$ cat src/rtl/skin_pkg.sv
// Shared constants and helpers for the skin segmentation stage.
package skin_pkg;

  localparam logic [1:0] ADDR_CB_MIN = 2'd0;
  localparam logic [1:0] ADDR_CB_MAX = 2'd1;
  localparam logic [1:0] ADDR_CR_MIN = 2'd2;
  localparam logic [1:0] ADDR_CR_MAX = 2'd3;

  localparam int DEF_CB_MIN = 105;
  localparam int DEF_CB_MAX = 135;
  localparam int DEF_CR_MIN = 125;
  localparam int DEF_CR_MAX = 165;

  typedef struct packed {
    logic [31:0] cnt;
    logic [31:0] xmin;
    logic [31:0] xmax;
    logic [31:0] ymin;
    logic [31:0] ymax;
  } acc_clr_t;

  function automatic logic [31:0] all_ones(input int w);
    return 32'hFFFF_FFFF >> (32 - w);
  endfunction

  // Min trackers start at all-ones so the first skin pixel always wins.
  function automatic acc_clr_t acc_clear(input int x_w, input int y_w);
    acc_clr_t c;
    c.cnt  = '0;
    c.xmin = all_ones(x_w);
    c.xmax = '0;
    c.ymin = all_ones(y_w);
    c.ymax = '0;
    return c;
  endfunction

endpackage

$ cat src/rtl/skin_bin_stats_if.sv
// Video in, threshold config, mask out and per-frame statistics bundle.
interface skin_bin_stats_if #(
  parameter int DATA_W = 8,
  parameter int CNT_W  = 22,
  parameter int X_W    = 11,
  parameter int Y_W    = 11
);
  logic [DATA_W-1:0] cb;
  logic [DATA_W-1:0] cr;
  logic              de_in;
  logic              hsync_in;
  logic              vsync_in;
  logic              cfg_we;
  logic [1:0]        cfg_addr;
  logic [DATA_W-1:0] cfg_data;
  logic [DATA_W-1:0] bin_rgb;
  logic              de_out;
  logic              hsync_out;
  logic              vsync_out;
  logic [CNT_W-1:0]  skin_count;
  logic [X_W-1:0]    bbox_xmin;
  logic [X_W-1:0]    bbox_xmax;
  logic [Y_W-1:0]    bbox_ymin;
  logic [Y_W-1:0]    bbox_ymax;
  logic              stats_valid;

  modport master (
    output cb, cr, de_in, hsync_in, vsync_in, cfg_we, cfg_addr, cfg_data,
    input  bin_rgb, de_out, hsync_out, vsync_out, skin_count,
           bbox_xmin, bbox_xmax, bbox_ymin, bbox_ymax, stats_valid
  );

  modport slave (
    input  cb, cr, de_in, hsync_in, vsync_in, cfg_we, cfg_addr, cfg_data,
    output bin_rgb, de_out, hsync_out, vsync_out, skin_count,
           bbox_xmin, bbox_xmax, bbox_ymin, bbox_ymax, stats_valid
  );
endinterface

$ cat src/rtl/skin_stats_acc.sv
// Stage-2 pixel coordinates, frame-start detect and per-frame skin statistics.
// Statistics publish one cycle after frame start and hold until the next one.
module skin_stats_acc
  import skin_pkg::*;
#(
  parameter int CNT_W = 22,
  parameter int X_W   = 11,
  parameter int Y_W   = 11
) (
  input  logic             clk,
  input  logic             rst,
  input  logic             de,
  input  logic             vsync,
  input  logic             skin,
  output logic             frame_start,
  output logic             stats_valid,
  output logic [CNT_W-1:0] skin_count,
  output logic [X_W-1:0]   bbox_xmin,
  output logic [X_W-1:0]   bbox_xmax,
  output logic [Y_W-1:0]   bbox_ymin,
  output logic [Y_W-1:0]   bbox_ymax
);

  localparam acc_clr_t CLR = acc_clear(X_W, Y_W);
  localparam logic [CNT_W-1:0] CNT_CLR  = CLR.cnt[CNT_W-1:0];
  localparam logic [X_W-1:0]   XMIN_CLR = CLR.xmin[X_W-1:0];
  localparam logic [X_W-1:0]   XMAX_CLR = CLR.xmax[X_W-1:0];
  localparam logic [Y_W-1:0]   YMIN_CLR = CLR.ymin[Y_W-1:0];
  localparam logic [Y_W-1:0]   YMAX_CLR = CLR.ymax[Y_W-1:0];

  logic             vs_prev_q, vs_prev_d, de_prev_q, de_prev_d, seen_q, seen_d;
  logic [X_W-1:0]   x_q, x_d, xmin_q, xmin_d, xmax_q, xmax_d;
  logic [Y_W-1:0]   y_q, y_d, y_pix, ymin_q, ymin_d, ymax_q, ymax_d;
  logic [CNT_W-1:0] cnt_q, cnt_d;
  logic             sv_q, sv_d;
  logic [CNT_W-1:0] pcnt_q, pcnt_d;
  logic [X_W-1:0]   pxmin_q, pxmin_d, pxmax_q, pxmax_d;
  logic [Y_W-1:0]   pymin_q, pymin_d, pymax_q, pymax_d;
  logic             publish;

  always_comb begin
    frame_start = vsync & ~vs_prev_q;
    vs_prev_d   = vsync;
    de_prev_d   = de;
    seen_d      = seen_q | frame_start;

    x_d = de ? ((&x_q) ? x_q : x_q + 1'b1) : '0;
    if (frame_start)                    y_d = '0;
    else if (!de && de_prev_q && !(&y_q)) y_d = y_q + 1'b1;
    else                                y_d = y_q;
    // A pixel coinciding with frame start is row 0 of the new frame.
    y_pix = frame_start ? '0 : y_q;

    cnt_d  = frame_start ? CNT_CLR  : cnt_q;
    xmin_d = frame_start ? XMIN_CLR : xmin_q;
    xmax_d = frame_start ? XMAX_CLR : xmax_q;
    ymin_d = frame_start ? YMIN_CLR : ymin_q;
    ymax_d = frame_start ? YMAX_CLR : ymax_q;
    if (skin) begin
      if (!(&cnt_d)) cnt_d = cnt_d + 1'b1;
      if (x_q < xmin_d)   xmin_d = x_q;
      if (x_q > xmax_d)   xmax_d = x_q;
      if (y_pix < ymin_d) ymin_d = y_pix;
      if (y_pix > ymax_d) ymax_d = y_pix;
    end

    // Anything gathered before the first frame start is a partial frame.
    publish = seen_q && (cnt_q != '0);
    sv_d    = frame_start;
    pcnt_d  = pcnt_q;
    pxmin_d = pxmin_q;
    pxmax_d = pxmax_q;
    pymin_d = pymin_q;
    pymax_d = pymax_q;
    if (frame_start) begin
      pcnt_d  = seen_q  ? cnt_q  : '0;
      pxmin_d = publish ? xmin_q : '0;
      pxmax_d = publish ? xmax_q : '0;
      pymin_d = publish ? ymin_q : '0;
      pymax_d = publish ? ymax_q : '0;
    end
  end

  always_ff @(posedge clk or posedge rst) begin
    if (rst) begin
      vs_prev_q <= 1'b0;
      de_prev_q <= 1'b0;
      seen_q    <= 1'b0;
      x_q       <= '0;
      y_q       <= '0;
      cnt_q     <= CNT_CLR;
      xmin_q    <= XMIN_CLR;
      xmax_q    <= XMAX_CLR;
      ymin_q    <= YMIN_CLR;
      ymax_q    <= YMAX_CLR;
      sv_q      <= 1'b0;
      pcnt_q    <= '0;
      pxmin_q   <= '0;
      pxmax_q   <= '0;
      pymin_q   <= '0;
      pymax_q   <= '0;
    end else begin
      vs_prev_q <= vs_prev_d;
      de_prev_q <= de_prev_d;
      seen_q    <= seen_d;
      x_q       <= x_d;
      y_q       <= y_d;
      cnt_q     <= cnt_d;
      xmin_q    <= xmin_d;
      xmax_q    <= xmax_d;
      ymin_q    <= ymin_d;
      ymax_q    <= ymax_d;
      sv_q      <= sv_d;
      pcnt_q    <= pcnt_d;
      pxmin_q   <= pxmin_d;
      pxmax_q   <= pxmax_d;
      pymin_q   <= pymin_d;
      pymax_q   <= pymax_d;
    end
  end

  assign stats_valid = sv_q;
  assign skin_count  = pcnt_q;
  assign bbox_xmin   = pxmin_q;
  assign bbox_xmax   = pxmax_q;
  assign bbox_ymin   = pymin_q;
  assign bbox_ymax   = pymax_q;

endmodule

$ cat src/rtl/skin_bin_stats.sv
// Chroma-threshold skin mask with 2-cycle aligned syncs and per-frame statistics.
// Thresholds are shadowed and become active on the stage-2 vsync rising edge.
module skin_bin_stats
  import skin_pkg::*;
#(
  parameter int DATA_W     = 8,
  parameter int CNT_W      = 22,
  parameter int X_W        = 11,
  parameter int Y_W        = 11,
  parameter int CB_MIN_DEF = DEF_CB_MIN,
  parameter int CB_MAX_DEF = DEF_CB_MAX,
  parameter int CR_MIN_DEF = DEF_CR_MIN,
  parameter int CR_MAX_DEF = DEF_CR_MAX
) (
  input logic             clk,
  input logic             rst,
  skin_bin_stats_if.slave vid
);

  localparam logic [3:0][DATA_W-1:0] THR_DEF = {
    DATA_W'(CR_MAX_DEF), DATA_W'(CR_MIN_DEF), DATA_W'(CB_MAX_DEF), DATA_W'(CB_MIN_DEF)
  };

  logic [DATA_W-1:0]      cb1_q, cb1_d, cr1_q, cr1_d;
  logic                   de1_q, de1_d, hs1_q, hs1_d, vs1_q, vs1_d;
  logic [DATA_W-1:0]      bin_q, bin_d;
  logic                   de2_q, de2_d, hs2_q, hs2_d, vs2_q, vs2_d;
  logic [3:0][DATA_W-1:0] shd_q, shd_d, act_q, act_d;
  logic                   skin, frame_start;

  always_comb begin
    cb1_d = vid.cb;
    cr1_d = vid.cr;
    de1_d = vid.de_in;
    hs1_d = vid.hsync_in;
    vs1_d = vid.vsync_in;

    shd_d = shd_q;
    if (vid.cfg_we) shd_d[vid.cfg_addr] = vid.cfg_data;
    // Copy from shd_d so a write landing on the frame-start cycle is taken.
    act_d = frame_start ? shd_d : act_q;

    skin = de1_q
        && (cb1_q > act_q[ADDR_CB_MIN]) && (cb1_q < act_q[ADDR_CB_MAX])
        && (cr1_q > act_q[ADDR_CR_MIN]) && (cr1_q < act_q[ADDR_CR_MAX]);
    bin_d = skin ? '1 : '0;
    de2_d = de1_q;
    hs2_d = hs1_q;
    vs2_d = vs1_q;
  end

  always_ff @(posedge clk or posedge rst) begin
    if (rst) begin
      cb1_q <= '0;
      cr1_q <= '0;
      de1_q <= 1'b0;
      hs1_q <= 1'b0;
      vs1_q <= 1'b0;
      bin_q <= '0;
      de2_q <= 1'b0;
      hs2_q <= 1'b0;
      vs2_q <= 1'b0;
      shd_q <= THR_DEF;
      act_q <= THR_DEF;
    end else begin
      cb1_q <= cb1_d;
      cr1_q <= cr1_d;
      de1_q <= de1_d;
      hs1_q <= hs1_d;
      vs1_q <= vs1_d;
      bin_q <= bin_d;
      de2_q <= de2_d;
      hs2_q <= hs2_d;
      vs2_q <= vs2_d;
      shd_q <= shd_d;
      act_q <= act_d;
    end
  end

  assign vid.bin_rgb   = bin_q;
  assign vid.de_out    = de2_q;
  assign vid.hsync_out = hs2_q;
  assign vid.vsync_out = vs2_q;

  skin_stats_acc #(
    .CNT_W (CNT_W),
    .X_W   (X_W),
    .Y_W   (Y_W)
  ) u_acc (
    .clk         (clk),
    .rst         (rst),
    .de          (de2_q),
    .vsync       (vs2_q),
    .skin        (bin_q[0]),
    .frame_start (frame_start),
    .stats_valid (vid.stats_valid),
    .skin_count  (vid.skin_count),
    .bbox_xmin   (vid.bbox_xmin),
    .bbox_xmax   (vid.bbox_xmax),
    .bbox_ymin   (vid.bbox_ymin),
    .bbox_ymax   (vid.bbox_ymax)
  );

endmodule

$ cat src/flat_wrapper.sv
// flat-port wrapper written by rule: the top's interface ports become plain ports
module skin_bin_stats_flat import skin_pkg::*;
#(
  parameter int DATA_W     = 8,
  parameter int CNT_W      = 22,
  parameter int X_W        = 11,
  parameter int Y_W        = 11,
  parameter int CB_MIN_DEF = DEF_CB_MIN,
  parameter int CB_MAX_DEF = DEF_CB_MAX,
  parameter int CR_MIN_DEF = DEF_CR_MIN,
  parameter int CR_MAX_DEF = DEF_CR_MAX
)
  (clk, rst, vid_cb, vid_cr, vid_de_in, vid_hsync_in, vid_vsync_in, vid_cfg_we, vid_cfg_addr, vid_cfg_data, vid_bin_rgb, vid_de_out, vid_hsync_out, vid_vsync_out, vid_skin_count, vid_bbox_xmin, vid_bbox_xmax, vid_bbox_ymin, vid_bbox_ymax, vid_stats_valid);
  skin_bin_stats_if #(.DATA_W(DATA_W), .CNT_W(CNT_W), .X_W(X_W), .Y_W(Y_W)) vid_i ();
  input logic clk;
  input logic rst;
  input wire logic [$bits(vid_i.cb)-1:0] vid_cb;
  input wire logic [$bits(vid_i.cr)-1:0] vid_cr;
  input wire logic [$bits(vid_i.de_in)-1:0] vid_de_in;
  input wire logic [$bits(vid_i.hsync_in)-1:0] vid_hsync_in;
  input wire logic [$bits(vid_i.vsync_in)-1:0] vid_vsync_in;
  input wire logic [$bits(vid_i.cfg_we)-1:0] vid_cfg_we;
  input wire logic [$bits(vid_i.cfg_addr)-1:0] vid_cfg_addr;
  input wire logic [$bits(vid_i.cfg_data)-1:0] vid_cfg_data;
  output wire logic [$bits(vid_i.bin_rgb)-1:0] vid_bin_rgb;
  output wire logic [$bits(vid_i.de_out)-1:0] vid_de_out;
  output wire logic [$bits(vid_i.hsync_out)-1:0] vid_hsync_out;
  output wire logic [$bits(vid_i.vsync_out)-1:0] vid_vsync_out;
  output wire logic [$bits(vid_i.skin_count)-1:0] vid_skin_count;
  output wire logic [$bits(vid_i.bbox_xmin)-1:0] vid_bbox_xmin;
  output wire logic [$bits(vid_i.bbox_xmax)-1:0] vid_bbox_xmax;
  output wire logic [$bits(vid_i.bbox_ymin)-1:0] vid_bbox_ymin;
  output wire logic [$bits(vid_i.bbox_ymax)-1:0] vid_bbox_ymax;
  output wire logic [$bits(vid_i.stats_valid)-1:0] vid_stats_valid;
  assign vid_i.cb = vid_cb;
  assign vid_i.cr = vid_cr;
  assign vid_i.de_in = vid_de_in;
  assign vid_i.hsync_in = vid_hsync_in;
  assign vid_i.vsync_in = vid_vsync_in;
  assign vid_i.cfg_we = vid_cfg_we;
  assign vid_i.cfg_addr = vid_cfg_addr;
  assign vid_i.cfg_data = vid_cfg_data;
  assign vid_bin_rgb = vid_i.bin_rgb;
  assign vid_de_out = vid_i.de_out;
  assign vid_hsync_out = vid_i.hsync_out;
  assign vid_vsync_out = vid_i.vsync_out;
  assign vid_skin_count = vid_i.skin_count;
  assign vid_bbox_xmin = vid_i.bbox_xmin;
  assign vid_bbox_xmax = vid_i.bbox_xmax;
  assign vid_bbox_ymin = vid_i.bbox_ymin;
  assign vid_bbox_ymax = vid_i.bbox_ymax;
  assign vid_stats_valid = vid_i.stats_valid;
  skin_bin_stats #(.DATA_W(DATA_W), .CNT_W(CNT_W), .X_W(X_W), .Y_W(Y_W), .CB_MIN_DEF(CB_MIN_DEF), .CB_MAX_DEF(CB_MAX_DEF), .CR_MIN_DEF(CR_MIN_DEF), .CR_MAX_DEF(CR_MAX_DEF)) u_core (.clk(clk), .rst(rst), .vid(vid_i));
endmodule
$ cat config.mk
export PLATFORM = sky130hd
export DESIGN_NAME = skin_bin_stats_flat
export DESIGN_NICKNAME = d
export VERILOG_FILES = /design/src/rtl/skin_pkg.sv /design/src/rtl/skin_bin_stats_if.sv /design/src/rtl/skin_stats_acc.sv /design/src/rtl/skin_bin_stats.sv /design/src/flat_wrapper.sv
export SDC_FILE = /design/constraint.sdc
export NUM_CORES = 1
export LEC_CHECK = 0
export BUFFER_PORTS_ARGS = -buffer_cell sky130_fd_sc_hd__buf_2
export CORE_ASPECT_RATIO = 0.6
export CORE_MARGIN = 2
export CORE_UTILIZATION = 45
export DETAILED_ROUTE_END_ITERATION = 8
export HOLD_SLACK_MARGIN = 0.15
export SLEW_MARGIN = 30
export SYNTH_ARGS = -nofsm -noshare
export SYNTH_HDL_FRONTEND = slang
export SYNTH_SLANG_ARGS = --single-unit
export TNS_END_PERCENT = 1
$ cat constraint.sdc
create_clock -name clk -period 8.1 [get_ports clk]
set_input_delay 0.405 -clock clk [delete_from_list [all_inputs] [get_ports clk]]
set_output_delay 0.405 -clock clk [all_outputs]
set_load 0.02 [all_outputs]
After elaboration in Yosys (flattened, before gate mapping). Index checks and enable logic that the tools add are counted.

Output and inout bits: 78. Logic and storage cells: 95. Bits in registers: 252. Input bits: 32.

Multiplexer cells: 30. Order comparisons: 10. Reduce and logical (&&, ||, !) cells: 15. Equal/unequal tests: 1. Bitwise logic cells: 3. $add $sub $neg: 3.

Operators with widths (number): $mux 11 (21); $mux 22 (4); $bwmux 32 (1); $mux 32 (1); $add 11x1->11 const B (2); $add 22x1->22 const B (1); $gt 11x11->1 (2); $lt 11x11->1 (2); $reduce_and 11->1 (2); $reduce_and 22->1 (1); $reduce_bool 22->1 (1); $demux 8 s2 (1); $gt 8x8->1 (2); $lt 8x8->1 (2); $mux 8 (2); $logic_and 1x1->1 (8); $lt 2x3->1 const B (1); $ge 2x1->1 const B (1); $logic_not 1->1 (2); $ne 2x2->1 const B (1); $reduce_bool 2->1 (1); $and 1x1->1 (1); $not 1->1 (1); $or 1x1->1 (1).

Logic depth before layout (Yosys ltp). Gate-level depths: netlist (run 1).

Word-level depth: 6. Depth in mapped cells: 14. Depth with buffers taken out: 10.

Modules after synthesis. Synthesis (run 1) repeated with hierarchy kept, for this count alone.

Cells, all modules: 1122. Area total of the unflattened synthesis: 11577.4 sq um.

Modules (own cells, without submodules): skin_stats_acc (times used 1, cells each 821, seq. area each 3981.3 sq um, area each 7831.3 sq um); skin_bin_stats (times used 1, cells each 301, seq. area each 2222.1 sq um, area each 3746.1 sq um).

Least setup slack after synthesis (run 1). OpenSTA, ideal clock, no wires.

Kind: register to register. From: register u_core.vs2_q, in the netlist u_core.vid.vsync_out. To: register u_core.u_acc.ymin_q[0]. Required time: 8025 ps. Setup slack: 4592 ps. Library setup time: 75 ps. Clock period less this slack: 3508 ps. Arrival time: 3433 ps. Buffers on the path: 4. Cell stages (with the launch flop): 15. Path through: dfrtp_1 > nand2b_4 > clkbuf_1 > clkbuf_1 > buf_1 > nand2_1 > inv_1 > ha_1 > a21o_1 > a41oi_1 > o221a_2 > o21ai_0 > a2111oi_1 > buf_2 > mux2i_1.

Longest elaborated chain between the ends: 5. Elaborated cells on any way between the ends: 6. Classes of those cells: order compare: 1; mux: 4; bitwise: 1.

RTL lines: start, declared (line skin_bin_stats.sv:27) `logic de2_q, de2_d, hs2_q, hs2_d, vs2_q, vs2_d;`; start signal, assigned (line skin_bin_stats.sv:74) `vs2_q <= vs2_d;`; $and 1x1->1 (*) (line skin_stats_acc.sv:42) `frame_start = vsync & ~vs_prev_q;`; $mux 11, on equally long branches (line skin_stats_acc.sv:52, skin_stats_acc.sv:57); $lt 11x11->1 (line skin_stats_acc.sv:63) `if (y_pix < ymin_d) ymin_d = y_pix;`; $mux 11 (line skin_stats_acc.sv:63); $mux 11 (*) (line skin_stats_acc.sv:59) `if (skin) begin`; named net u_core.u_acc.ymin_d[0] (line skin_stats_acc.sv:33) `logic [Y_W-1:0] y_q, y_d, y_pix, ymin_q, ymin_d, ymax_q, ymax_d;`; end signal, assigned (line skin_stats_acc.sv:111) `ymin_q <= ymin_d;`; end, declared (line skin_stats_acc.sv:33).

The timed path passes the listed nets; every way through them passes the cells marked *. A chain may end at the register's enable or synchronous reset.

Worst setup path after layout (run 1).
From: register u_core.u_acc.vs_prev_q. To: register u_core.u_acc.xmin_q[4].

Longest elaborated chain between the ends: 6.

RTL lines: start, declared (line skin_stats_acc.sv:31) `logic vs_prev_q, vs_prev_d, de_prev_q, de_prev_d, seen_q, seen_d;`; start signal, assigned (line skin_stats_acc.sv:103) `vs_prev_q <= vs_prev_d;`; $not 1->1 (*) (line skin_stats_acc.sv:42); $and 1x1->1 (*) (line skin_stats_acc.sv:42); $mux 11 (*) (line skin_stats_acc.sv:55) `xmin_d = frame_start ? XMIN_CLR : xmin_q;`; $lt 11x11->1 (line skin_stats_acc.sv:61) `if (x_q < xmin_d) xmin_d = x_q;`; $mux 11 (line skin_stats_acc.sv:61); $mux 11 (*) (line skin_stats_acc.sv:59); named net u_core.u_acc.xmin_d[4] (line skin_stats_acc.sv:32) `logic [X_W-1:0] x_q, x_d, xmin_q, xmin_d, xmax_q, xmax_d;`; end signal, assigned (line skin_stats_acc.sv:109) `xmin_q <= xmin_d;`; end, declared (line skin_stats_acc.sv:32).

Marked as above.

==> summary.txt, run 1 <==
Longest Clk Path Bufs - 3
CTS tree - yes
final antenna-violating net count - 0
synth top area cells - dfrtp_1 40%, dfstp_2 13%, ha_1 7.7%
first-pass GRT wire length - 46.0 mm
Worst-path clk slew - 0.07 ns
slowest stage cell, crit path - buf_4
top cell types by occurrence after synthesis - 235 x nand2_1, 187 x dfrtp_1, 86 x o21ai_0
dpl cell area - 12400 sq um
Netlist Area Pre-Place - 11600 sq um
worst skew pair latency - 0.54 ns
crit path DAT - 4.65 ns
layout cells sized above 1 - 0.216
routability-driven placement congestion ratio - 0.862
First-pass DRT Iterations - 5
cts bufs inserted - 25
Hold Path Sink - u_core.shd_q[15]
sequential share of the synthesized area - 0.535
DR WL/cell - 17.8 microns
Sequential Power Share - 0.466
Starting Density - 0.459
unrepaired setup endpoints after global routing - false
Logic pwr share - 0.154
WS Path Type - reg -> reg
GR peak layer - met1
I/O pins - 110
Port Buffer Count - 109
M3 GR Usage - 0.0408
area of the multi-input gates - 4920 sq um
hold depth - 2
Worst EP required - 8.55 ns
number of flops mapped to enable cells by yosys - 0
final worst-path cycle share - 0.518
leading area contributor after synthesis - dfrtp_1
Buf/Inv on CP - 3
initial antenna violation count - 2
max cap viols - 0
Hold WC Path Type - in -> reg
Hold WS - 0.199 ns
die area - 27100 sq um
met1 usage - 0.377
Primary FF master, synth - dfrtp_1
met2 usage - 0.272
Switching Fraction - 0.277
Async S/R FF share, synth - 1.00
status - completed
Setup Buffers After CTS - 0
Worst Setup End Kind - flop
CTS Sinks - 245
slack of the worst reg-to-reg path - 3.90 ns
vias in the first global route - 7938
fillers - 2262
Mean Syn Cell Area - 10.2 sq um
Critical Path Source - u_core.u_acc.vs_prev_q
FF/Latch Area - 6200 sq um
yosys warns - 0
Synth-to-Final Area Change - 16.2%
Die Ht - 128 microns
final wirelength - 28.3 mm
CTS root buf - clkbuf_16
DRT iter0 DRCs - 746
pwr dens - 236 nW/um^2
critical path's largest stage delay - 0.65 ns
Cells after Synth - 1133
Post-DP HPWL - 19.3 mm
worst-path fanout max - 75
crit-path cells - nand2b_4 -> inv_4 -> buf_4 -> nor2_1 -> ha_1 -> a2111oi_0 -> o21ai_0 -> a2111oi_2 -> buf_4 -> mux2i_1
final layout net count - 1346
FF-to-FF path depth - 10
setup TNS - 0 ns
Crit Reg-Reg Startpoint - u_core.u_acc.vs_prev_q
post-layout minimum cycle time - 4.20 ns
Synthesized Nets - 1236
crit start category - flop
CTS H-tree lvls - 1
Die W - 211 microns
switching power summed over all nets - 0.000884 W
Worst-Margin Slew - 0.949 ns
VDD IR-drop max - 128 uV
worst clock skew - 0.0139 ns
Final Cell Area - 13500 sq um
count leader, synth - nand2_1
Pint - 0.00230 W
Seq cells post-synth - 245
largest net degree at the start of global routing - 126
Final setup viols - 0
GR Overflow Total - 0
static leakage - 6.44 nW
Yosys cell types - 70
n_diodes - 0
Synth top area share - 0.404
Slew HR - 0.362
FP Rows - 45
Fin. Hold Viols - 0
Worst Min Path Start - vid_cfg_data[7]
Max Slew Vio Count - 0
CP top delay family - buffers and inverters
r2r endpoint - u_core.u_acc.xmin_q[4]
DRC viols - 0
Core ar. - 25300 sq um
Peak Freq - 0.238 GHz
Critical Path Most Common Cell - buf_4
DR vias/cell - 5.25
Total GRT Usage - 0.216
vias - 8347
clock share of power - 0.380
[power by group through the flow]
| stage | clock network, W | registers [W] | logic [W] |
|---|---|---|---|
| global route | 0.00129 | 0.00150 | 0.000557 |
| detailed placement | 0 | 0.00150 | 0.000484 |
| CTS | 0.00124 | 0.00148 | 0.000494 |
| global placement | 0 | 0.00150 | 0.000475 |
| finish | 0.00121 | 0.00148 | 0.000492 |
| floorplan | 0 | 0.00152 | 0.000295 |
[final cells by class]
| type | instances | share of cell area |
|---|---|---|
| clock inverters | 11 | 0.0104 |
| repair buffers | 139 | 0.0624 |
| well taps | 329 | 0.0306 |
| inverters | 61 | 0.0177 |
| multi-input cells | 771 | 0.365 |
| flip-flops and latches | 245 | 0.461 |
| clock buffers | 35 | 0.0529 |
[placed cells by master, fill, tap and decap left out, drive strengths merged, types with 44 or more instances in the layout]
cell and count:
nor2 61, nand2 235, dfstp 58, mux2i 44, o21ai 89, dfrtp 187
inv 62, nand3 48, buf 119, ha 71
[what timing repair did]
item / 4_1_cts / 5_1_grt
resized for setup: 0 / 0
hold buffers: 20 / 0
endpoints found under the hold margin: 117 / 0
[how the worst max path moves through the flow]
| stage | cells after the start | endpoint |
|---|---|---|
| floorplan | 1 | u_core.act_q[11] |
| CTS | 10 | u_core.u_acc.xmin_q[4] |
| global placement | 11 | u_core.u_acc.ymin_q[10] |
| finish | 10 | u_core.u_acc.xmin_q[4] |
| detailed placement | 11 | u_core.u_acc.ymin_q[4] |
| global route | 11 | u_core.u_acc.ymin_q[10] |
[sequential cells by signal, summed over array words and instances (netlist names), 11 cells and up]
| name | flops |
|---|---|
| u_core.act_q | 32 |
| u_core.shd_q | 32 |
| u_core.u_acc.cnt_q | 22 |
| u_core.u_acc.skin_count | 22 |
| u_core.u_acc.bbox_xmax | 11 |
| u_core.u_acc.bbox_xmin | 11 |
| u_core.u_acc.bbox_ymax | 11 |
| u_core.u_acc.bbox_ymin | 11 |
| u_core.u_acc.x_q | 11 |
| u_core.u_acc.xmax_q | 11 |
| u_core.u_acc.xmin_q | 11 |
| u_core.u_acc.y_q | 11 |
| u_core.u_acc.ymax_q | 11 |
| u_core.u_acc.ymin_q | 11 |
[metal layers]
layer  wire length, microns  up-vias
li1                       -     4095
met1                  15700     4020
met2                  10500      207
met3                   1880       25
met4                    278        0
met5                      0        -
[kinds of logic after synthesis]
family,Yosys count,share of synthesized area
multiplexers,78,0.0710
flip-flops,245,0.535
adder cells (fa/ha/maj),71,0.0766
AND/OR/NAND/NOR,427,0.167
AO/OA/AOI/OAI,166,0.0857
buffers and inverters,117,0.0431
XOR/XNOR,29,0.0219
[metrics by stage]
stage / cells / setup WS, ns / total power [W] / utilization
floorplan: 1133 / 1.06 / 0.00182 / -
global placement: 1524 / 4.06 / 0.00198 / 0.490
detailed placement: 1524 / 3.99 / 0.00199 / 0.490
CTS: 1590 / 3.89 / 0.00321 / 0.532
global route: 1591 / 3.54 / 0.00335 / 0.533
finish: 1591 / 3.90 / 0.00318 / 0.533
No activity file was read; power rests on OpenSTA's default activity.
==> inputs of run 2 (changes only) <==
==> constraint.sdc (replaced) <==
create_clock -name clk -period 3.9 [get_ports clk]
set_input_delay 0.195 -clock clk [delete_from_list [all_inputs] [get_ports clk]]
set_output_delay 0.195 -clock clk [all_outputs]
set_load 0.02 [all_outputs]
==> run 2 against run 1 <==
Net effect:
- setup slack worse by 3.2 ns
- power up 100%
- highest routed layer unchanged
- largest cell class unchanged
- sequential cell count unchanged
- non-clock buffer count up 20
- clock-buffer cell count up 4
- sequential share of layout area down 0.34 points
==> summary.txt, run 2 (synthesis results as in run 1) <==
layout cells sized above 1 - 0.219 (was 0.216)
Worst EP required - 4.34 ns (was 8.55 ns)
top flop regs - u_core.act_q: 32 flops, u_core.shd_q: 32 flops (unchanged)
Hold WC Path Type - in -> reg (unchanged)
Hold Path Sink - u_core.shd_q[7] (was u_core.shd_q[15])
fillers - 2335 (was 2262)
static leakage - 6.49 nW (was 6.44 nW)
vias - 8518 (was 8347)
CTS root buf - clkbuf_16 (unchanged)
Longest Clk Path Bufs - 3 (unchanged)
setup TNS - 0 ns (unchanged)
I/O pins - 110 (unchanged)
worst skew pair latency - 0.53 ns (was 0.54 ns)
Worst-path clk slew - 0.06 ns (was 0.07 ns)
GR Overflow Total - 0 (unchanged)
final antenna-violating net count - 0 (unchanged)
Worst Setup End Kind - flop (unchanged)
final core utilization - 0.537 (was 0.533)
slack of the worst reg-to-reg path - 0.68 ns (was 3.90 ns)
Die W - 211 microns (unchanged)
Setup Buffers After CTS - 0 (unchanged)
most frequent cells in the layout - 235 x nand2_1, 187 x dfrtp_1, 109 x buf_2 (unchanged)
Starting Density - 0.459 (unchanged)
post-layout minimum cycle time - 3.22 ns (was 4.20 ns)
Synth-to-Final Area Change - 17.0% (was 16.2%)
FF-to-FF path depth - 11 (was 10)
largest net degree at the start of global routing - 106 (was 126)
Post-DP HPWL - 20.4 mm (was 19.3 mm)
routability-driven placement congestion ratio - 0.920 (was 0.862)
DRT iter0 DRCs - 729 (was 746)
Die Ht - 128 microns (unchanged)
crit start category - flop (unchanged)
cts bufs inserted - 25 (unchanged)
post-cts sizing count - 0 (unchanged)
DR vias/cell - 5.29 (was 5.25)
initial antenna violation count - 0 (was 2)
hold depth - 3 (was 2)
Total GRT Usage - 0.219 (was 0.216)
Crit Reg-Reg Startpoint - u_core.vid.vsync_out (was u_core.u_acc.vs_prev_q)
max cap viols - 0 (unchanged)
commonest non-fill, non-tap cell in the layout - nand2_1 (unchanged)
final layout net count - 1366 (was 1346)
Peak Freq - 0.311 GHz (was 0.238 GHz)
worst-path fanout max - 31 (was 75)
Slew HR - 0.407 (was 0.362)
final wirelength - 28.6 mm (was 28.3 mm)
unrepaired setup endpoints after global routing - false (unchanged)
n_diodes - 0 (unchanged)
first-pass GRT wire length - 46.6 mm (was 46.0 mm)
WS Path Type - reg -> reg (unchanged)
r2r endpoint - u_core.u_acc.ymax_q[8] (was u_core.u_acc.xmin_q[4])
final worst-path cycle share - 0.825 (was 0.518)
FP Rows - 45 (unchanged)
Worst-Margin Slew - 0.886 ns (was 0.949 ns)
CTS H-tree lvls - 1 (unchanged)
Max Slew Vio Count - 0 (unchanged)
crit path DAT - 3.66 ns (was 4.65 ns)
worst clock skew - 0.0125 ns (was 0.0139 ns)
CTS Hold Bufs - 28 (was 20)
DR WL/cell - 17.8 microns (about the same)
vias in the first global route - 8202 (was 7938)
First-pass DRT Iterations - 5 (unchanged)
Core ar. - 25300 sq um (unchanged)
VDD IR-drop max - 271 uV (was 128 uV)
Port Buffer Count - 109 (unchanged)
die area - 27100 sq um (unchanged)
status - completed (unchanged)
CTS Sinks - 245 (unchanged)
pwr dens - 471 nW/um^2 (was 236 nW/um^2)
DRC viols - 0 (unchanged)
Worst Min Path Start - vid_cfg_addr[1] (was vid_cfg_data[7])
CTS tree - yes (unchanged)
Fin. Hold Viols - 0 (unchanged)
Final setup viols - 0 (unchanged)
## run 2: cell count changes in the layout (fill, tap and decap cells not counted)
cell           delta
inv_6             -2
buf_12            +3
nor4_2            +1
nor4_1            -1
bufinv_16         -3
dlygate4sd3_1     +8
buf_4            +10
clkbuf_1          +4
buf_16            -1
## run 2: area by class of cell
type	instances	area, sq um	share of cell area
Clock buffer	39	728	0.0537
Inverter	61	235	0.0173
Tap cell	329	412	0.0303
Clock inverter	6	36.3	0.00267
Timing Repair Buffer	159	1030	0.0758
Sequential cell	245	6200	0.457
Multi-Input combinational cell	771	4930	0.363
## run 2: per-stage QoR
stage               setup slack (ns)  hold WS [ns]  std cells  instance area, sq um  power, W
floorplan                      0.392         0.226       1133                 11600   0.00378
global placement               0.827         0.303       1537                 12500   0.00411
detailed placement             0.742         0.304       1537                 12500   0.00414
CTS                            0.706         0.189       1610                 13600   0.00647
global route                   0.376         0.206       1610                 13600   0.00674
finish                         0.681         0.213       1610                 13600   0.00639
## run 2: worst max path at each step
stage                           start                 endpoint  slack, ns
4_1_cts          u_core.vid.vsync_out   u_core.u_acc.ymax_q[6]       0.71
3_3_place_gp   u_core.u_acc.vs_prev_q   u_core.u_acc.xmin_q[2]       0.83
6_report         u_core.vid.vsync_out   u_core.u_acc.ymax_q[8]       0.68
2_1_floorplan    u_core.vid.vsync_out   u_core.u_acc.ymin_q[0]       0.39
3_5_place_dp   u_core.u_acc.vs_prev_q   u_core.u_acc.ymin_q[9]       0.74
5_1_grt          u_core.vid.vsync_out  u_core.u_acc.xmin_q[10]       0.38
## run 2: per-layer routing
layer	vias to the layer above	global-route usage	routed length [microns]
met2	198	0.276	10800
met1	4164	0.382	15800
met3	30	0.0393	1670
met4	0	0.0356	382
met5	-	0	0
li1	4126	-	-
## run 2: where the power goes
group	internal (W)	switching (W)	total [W]	leakage, nW
Sequential	0.00292	0.000152	0.00307	3.10
Combinational	0.000392	0.000649	0.00104	3.02
Clock	0.00128	0.000992	0.00228	0.380
Total	0.00460	0.00179	0.00639	6.49
## run 2: critical path, stage by stage, from the launching register on
cell and delay (ns):
dfrtp_1 0.42, nand2b_4 0.31, buf_4 0.27, nand2_1 0.09
ha_1 0.29, and4_1 0.27, nand3_1 0.14, o311ai_0 0.40
a31oi_1 0.11, nor2_2 0.35, buf_4 0.25, mux2i_1 0.21
==> inputs of run 3 (changes only) <==
==> constraint.sdc (replaced) <==
create_clock -name clk -period 3 [get_ports clk]
set_input_delay 0.15 -clock clk [delete_from_list [all_inputs] [get_ports clk]]
set_output_delay 0.15 -clock clk [all_outputs]
set_load 0.02 [all_outputs]
==> run 3 against run 2 <==
Net effect:
- routed wire length is 0.44% lower
- sequential cell count stayed put
- critical path type unchanged
- first-iteration DRC count down 15%
- clock power grew 37%
- highest routed layer unchanged
- core utilization grew 0.88 points
==> summary.txt, run 3 (synthesis results as in run 1) <==
crit start category - flop (unchanged)
FP Rows - 45 (unchanged)
worst-path fanout max - 34 (was 31)
initial antenna violation count - 0 (unchanged)
most frequent cells in the layout - 235 x nand2_1, 187 x dfrtp_1, 109 x buf_2 (unchanged)
Hold WC Path Type - in -> async (was in -> reg)
final layout net count - 1377 (was 1366)
Max Slew Vio Count - 0 (unchanged)
DRC viols - 0 (unchanged)
Worst-Margin Slew - 0.848 ns (was 0.886 ns)
CTS tree - yes (unchanged)
Worst-path clk slew - 0.07 ns (was 0.06 ns)
Die W - 211 microns (unchanged)
crit-path cells - nand2b_4 -> inv_6 -> buf_4 -> nor2_1 -> ha_1 -> a21o_1 -> a21oi_1 -> nor2b_1 -> a2111oi_2 -> buf_4 -> mux2i_1 (was nand2b_4 -> buf_4 -> nand2_1 -> ha_1 -> and4_1 -> nand3_1 -> o311ai_0 -> a31oi_1 -> nor2_2 -> buf_4 -> mux2i_1)
Worst Setup End Kind - flop (unchanged)
I/O pins - 110 (unchanged)
Longest Clk Path Bufs - 3 (unchanged)
static leakage - 6.59 nW (was 6.49 nW)
Die Ht - 128 microns (unchanged)
DR WL/cell - 17.6 microns (was 17.8 microns)
DR vias/cell - 5.28 (was 5.29)
post-layout minimum cycle time - 2.79 ns (was 3.22 ns)
largest net degree at the start of global routing - 66 (was 106)
Synth-to-Final Area Change - 18.9% (was 17.0%)
VDD IR-drop max - 304 uV (was 271 uV)
vias in the first global route - 8424 (was 8202)
Total GRT Usage - 0.217 (was 0.219)
Post-Layout Cell Count - 1623 (was 1610)
CP top delay family - buffers and inverters (was simple AND/OR/NAND/NOR gates)
vias - 8569 (was 8518)
die area - 27100 sq um (unchanged)
Buf/Inv on CP - 3 (was 2)
worst clock skew - 0.0137 ns (was 0.0125 ns)
WS Path Type - reg -> reg (unchanged)
final core utilization - 0.546 (was 0.537)
CTS Sinks - 245 (unchanged)
max cap viols - 0 (unchanged)
First-pass DRT Iterations - 5 (unchanged)
DRT iter0 DRCs - 619 (was 729)
CTS root buf - clkbuf_16 (unchanged)
Peak Freq - 0.358 GHz (was 0.311 GHz)
final antenna-violating net count - 0 (unchanged)
Port Buffer Count - 109 (unchanged)
Fin. Hold Viols - 0 (unchanged)
Crit Reg-Reg Startpoint - u_core.u_acc.vs_prev_q (was u_core.vid.vsync_out)
pwr dens - 617 nW/um^2 (was 471 nW/um^2)
first-pass GRT wire length - 46.5 mm (was 46.6 mm)
GR Overflow Total - 0 (unchanged)
routability-driven placement congestion ratio - 0.875 (was 0.920)
Slew HR - 0.427 (was 0.407)
Worst EP required - 3.44 ns (was 4.34 ns)
final wirelength - 28.5 mm (was 28.6 mm)
DP Cell Count - 1543 (was 1537)
worst skew pair latency - 0.52 ns (was 0.53 ns)
CTS H-tree lvls - 1 (unchanged)
cts bufs inserted - 25 (unchanged)
Core ar. - 25300 sq um (unchanged)
Critical Path Most Common Cell - buf_4 (unchanged)
commonest non-fill, non-tap cell in the layout - nand2_1 (unchanged)
top flop regs - u_core.act_q: 32 flops, u_core.shd_q: 32 flops (unchanged)
layout cells sized above 1 - 0.226 (was 0.219)
Critical Path Source - u_core.u_acc.vs_prev_q (was u_core.vid.vsync_out)
crit path DAT - 3.23 ns (was 3.66 ns)
final worst-path cycle share - 0.931 (was 0.825)
Post-DP HPWL - 20.3 mm (was 20.4 mm)
critical path's largest stage delay - 0.36 ns (was 0.42 ns)
status - completed (unchanged)
Final setup viols - 0 (unchanged)
slowest stage cell, crit path - dfrtp_1 (unchanged)
Starting Density - 0.459 (unchanged)
## run 3: cell count changes in the layout (fill, tap and decap cells not counted), sizes merged
cell,before,now
clkbuf,39,40
diode,0,2
clkinv,6,4
buf,131,141
bufinv,0,2
## run 3: metrics by stage
step / TNS [ns] / setup slack, ns / hold WS, ns / total power, W / instance area, sq um
final: 0 / 0.206 / 0.173 / 0.00851 / 13800
after floorplan: -68.41 / -0.320 / 0.181 / 0.00491 / 11600
after global routing: -0.00265 / -0.00265 / 0.179 / 0.00894 / 13800
after global placement: 0 / 0.221 / 0.258 / 0.00537 / 12600
after detailed placement: 0 / 0.0912 / 0.260 / 0.00541 / 12600
after CTS: 0 / 0.0611 / 0.155 / 0.00858 / 13700
## run 3: report_power, final
| part | internal [W] | leakage, nW | switching [W] |
|---|---|---|---|
| combinational | 0.000534 | 3.10 | 0.000854 |
| clock | 0.00184 | 0.399 | 0.00129 |
| sequential | 0.00380 | 3.10 | 0.000202 |
| total | 0.00617 | 6.59 | 0.00234 |
## run 3: worst paths after layout
| kind | slack, ns | cells past startpoint | to |
|---|---|---|---|
| setup / recovery | 0.21 | 11 | u_core.u_acc.xmin_q[4] |
| hold / removal | 0.17 | 3 | u_core.u_acc.bbox_ymin[7] |
| setup reg to reg | 0.21 | 11 | u_core.u_acc.xmin_q[4] |
| hold reg to reg | 0.35 | 0 | u_core.vid.hsync_out |
| max in group asynchronous | 1.97 | 5 | u_core.u_acc.ymin_q[3] |
| min in group clk | 0.18 | 3 | u_core.shd_q[6] |
## run 3: metal layers
metal | share of wire | global-route usage | wire (microns) | vias up
met1 | 0.56 | 0.367 | 15900 | 4195
met3 | 0.045 | 0.0332 | 1270 | 35
met5 | 0 | 0 | 0 | -
met4 | 0.020 | 0.0489 | 575 | 0
met2 | 0.38 | 0.285 | 10800 | 173
li1 | - | - | - | 4166
## run 3: worst reg2reg max path, stage by stage (launching register included)
cell       delay [ns]
dfrtp_1          0.36
nand2b_4         0.21
inv_6            0.18
buf_4            0.35
nor2_1           0.11
ha_1             0.30
a21o_1           0.16
a21oi_1          0.14
nor2b_1          0.07
a2111oi_2        0.30
buf_4            0.27
mux2i_1          0.25
## run 3: cell type report
cell class	instances	area, sq um
Antenna cell	2	5.00
Clock buffer	39	728
Clock inverter	6	83.8
Fill cell	2333	11500
Inverter	61	238
Multi-Input combinational cell	771	4940
Sequential cell	245	6200
Tap cell	329	412
Timing Repair Buffer	170	1180
## run 3: what timing repair did
item | CTS | global route
hold buffers | 28 | 0
endpoints found under the hold margin | 112 | 0
buffers inserted | 0 | 3
gates resized for setup | 0 | 11
endpoints found under the setup margin | 0 | 41
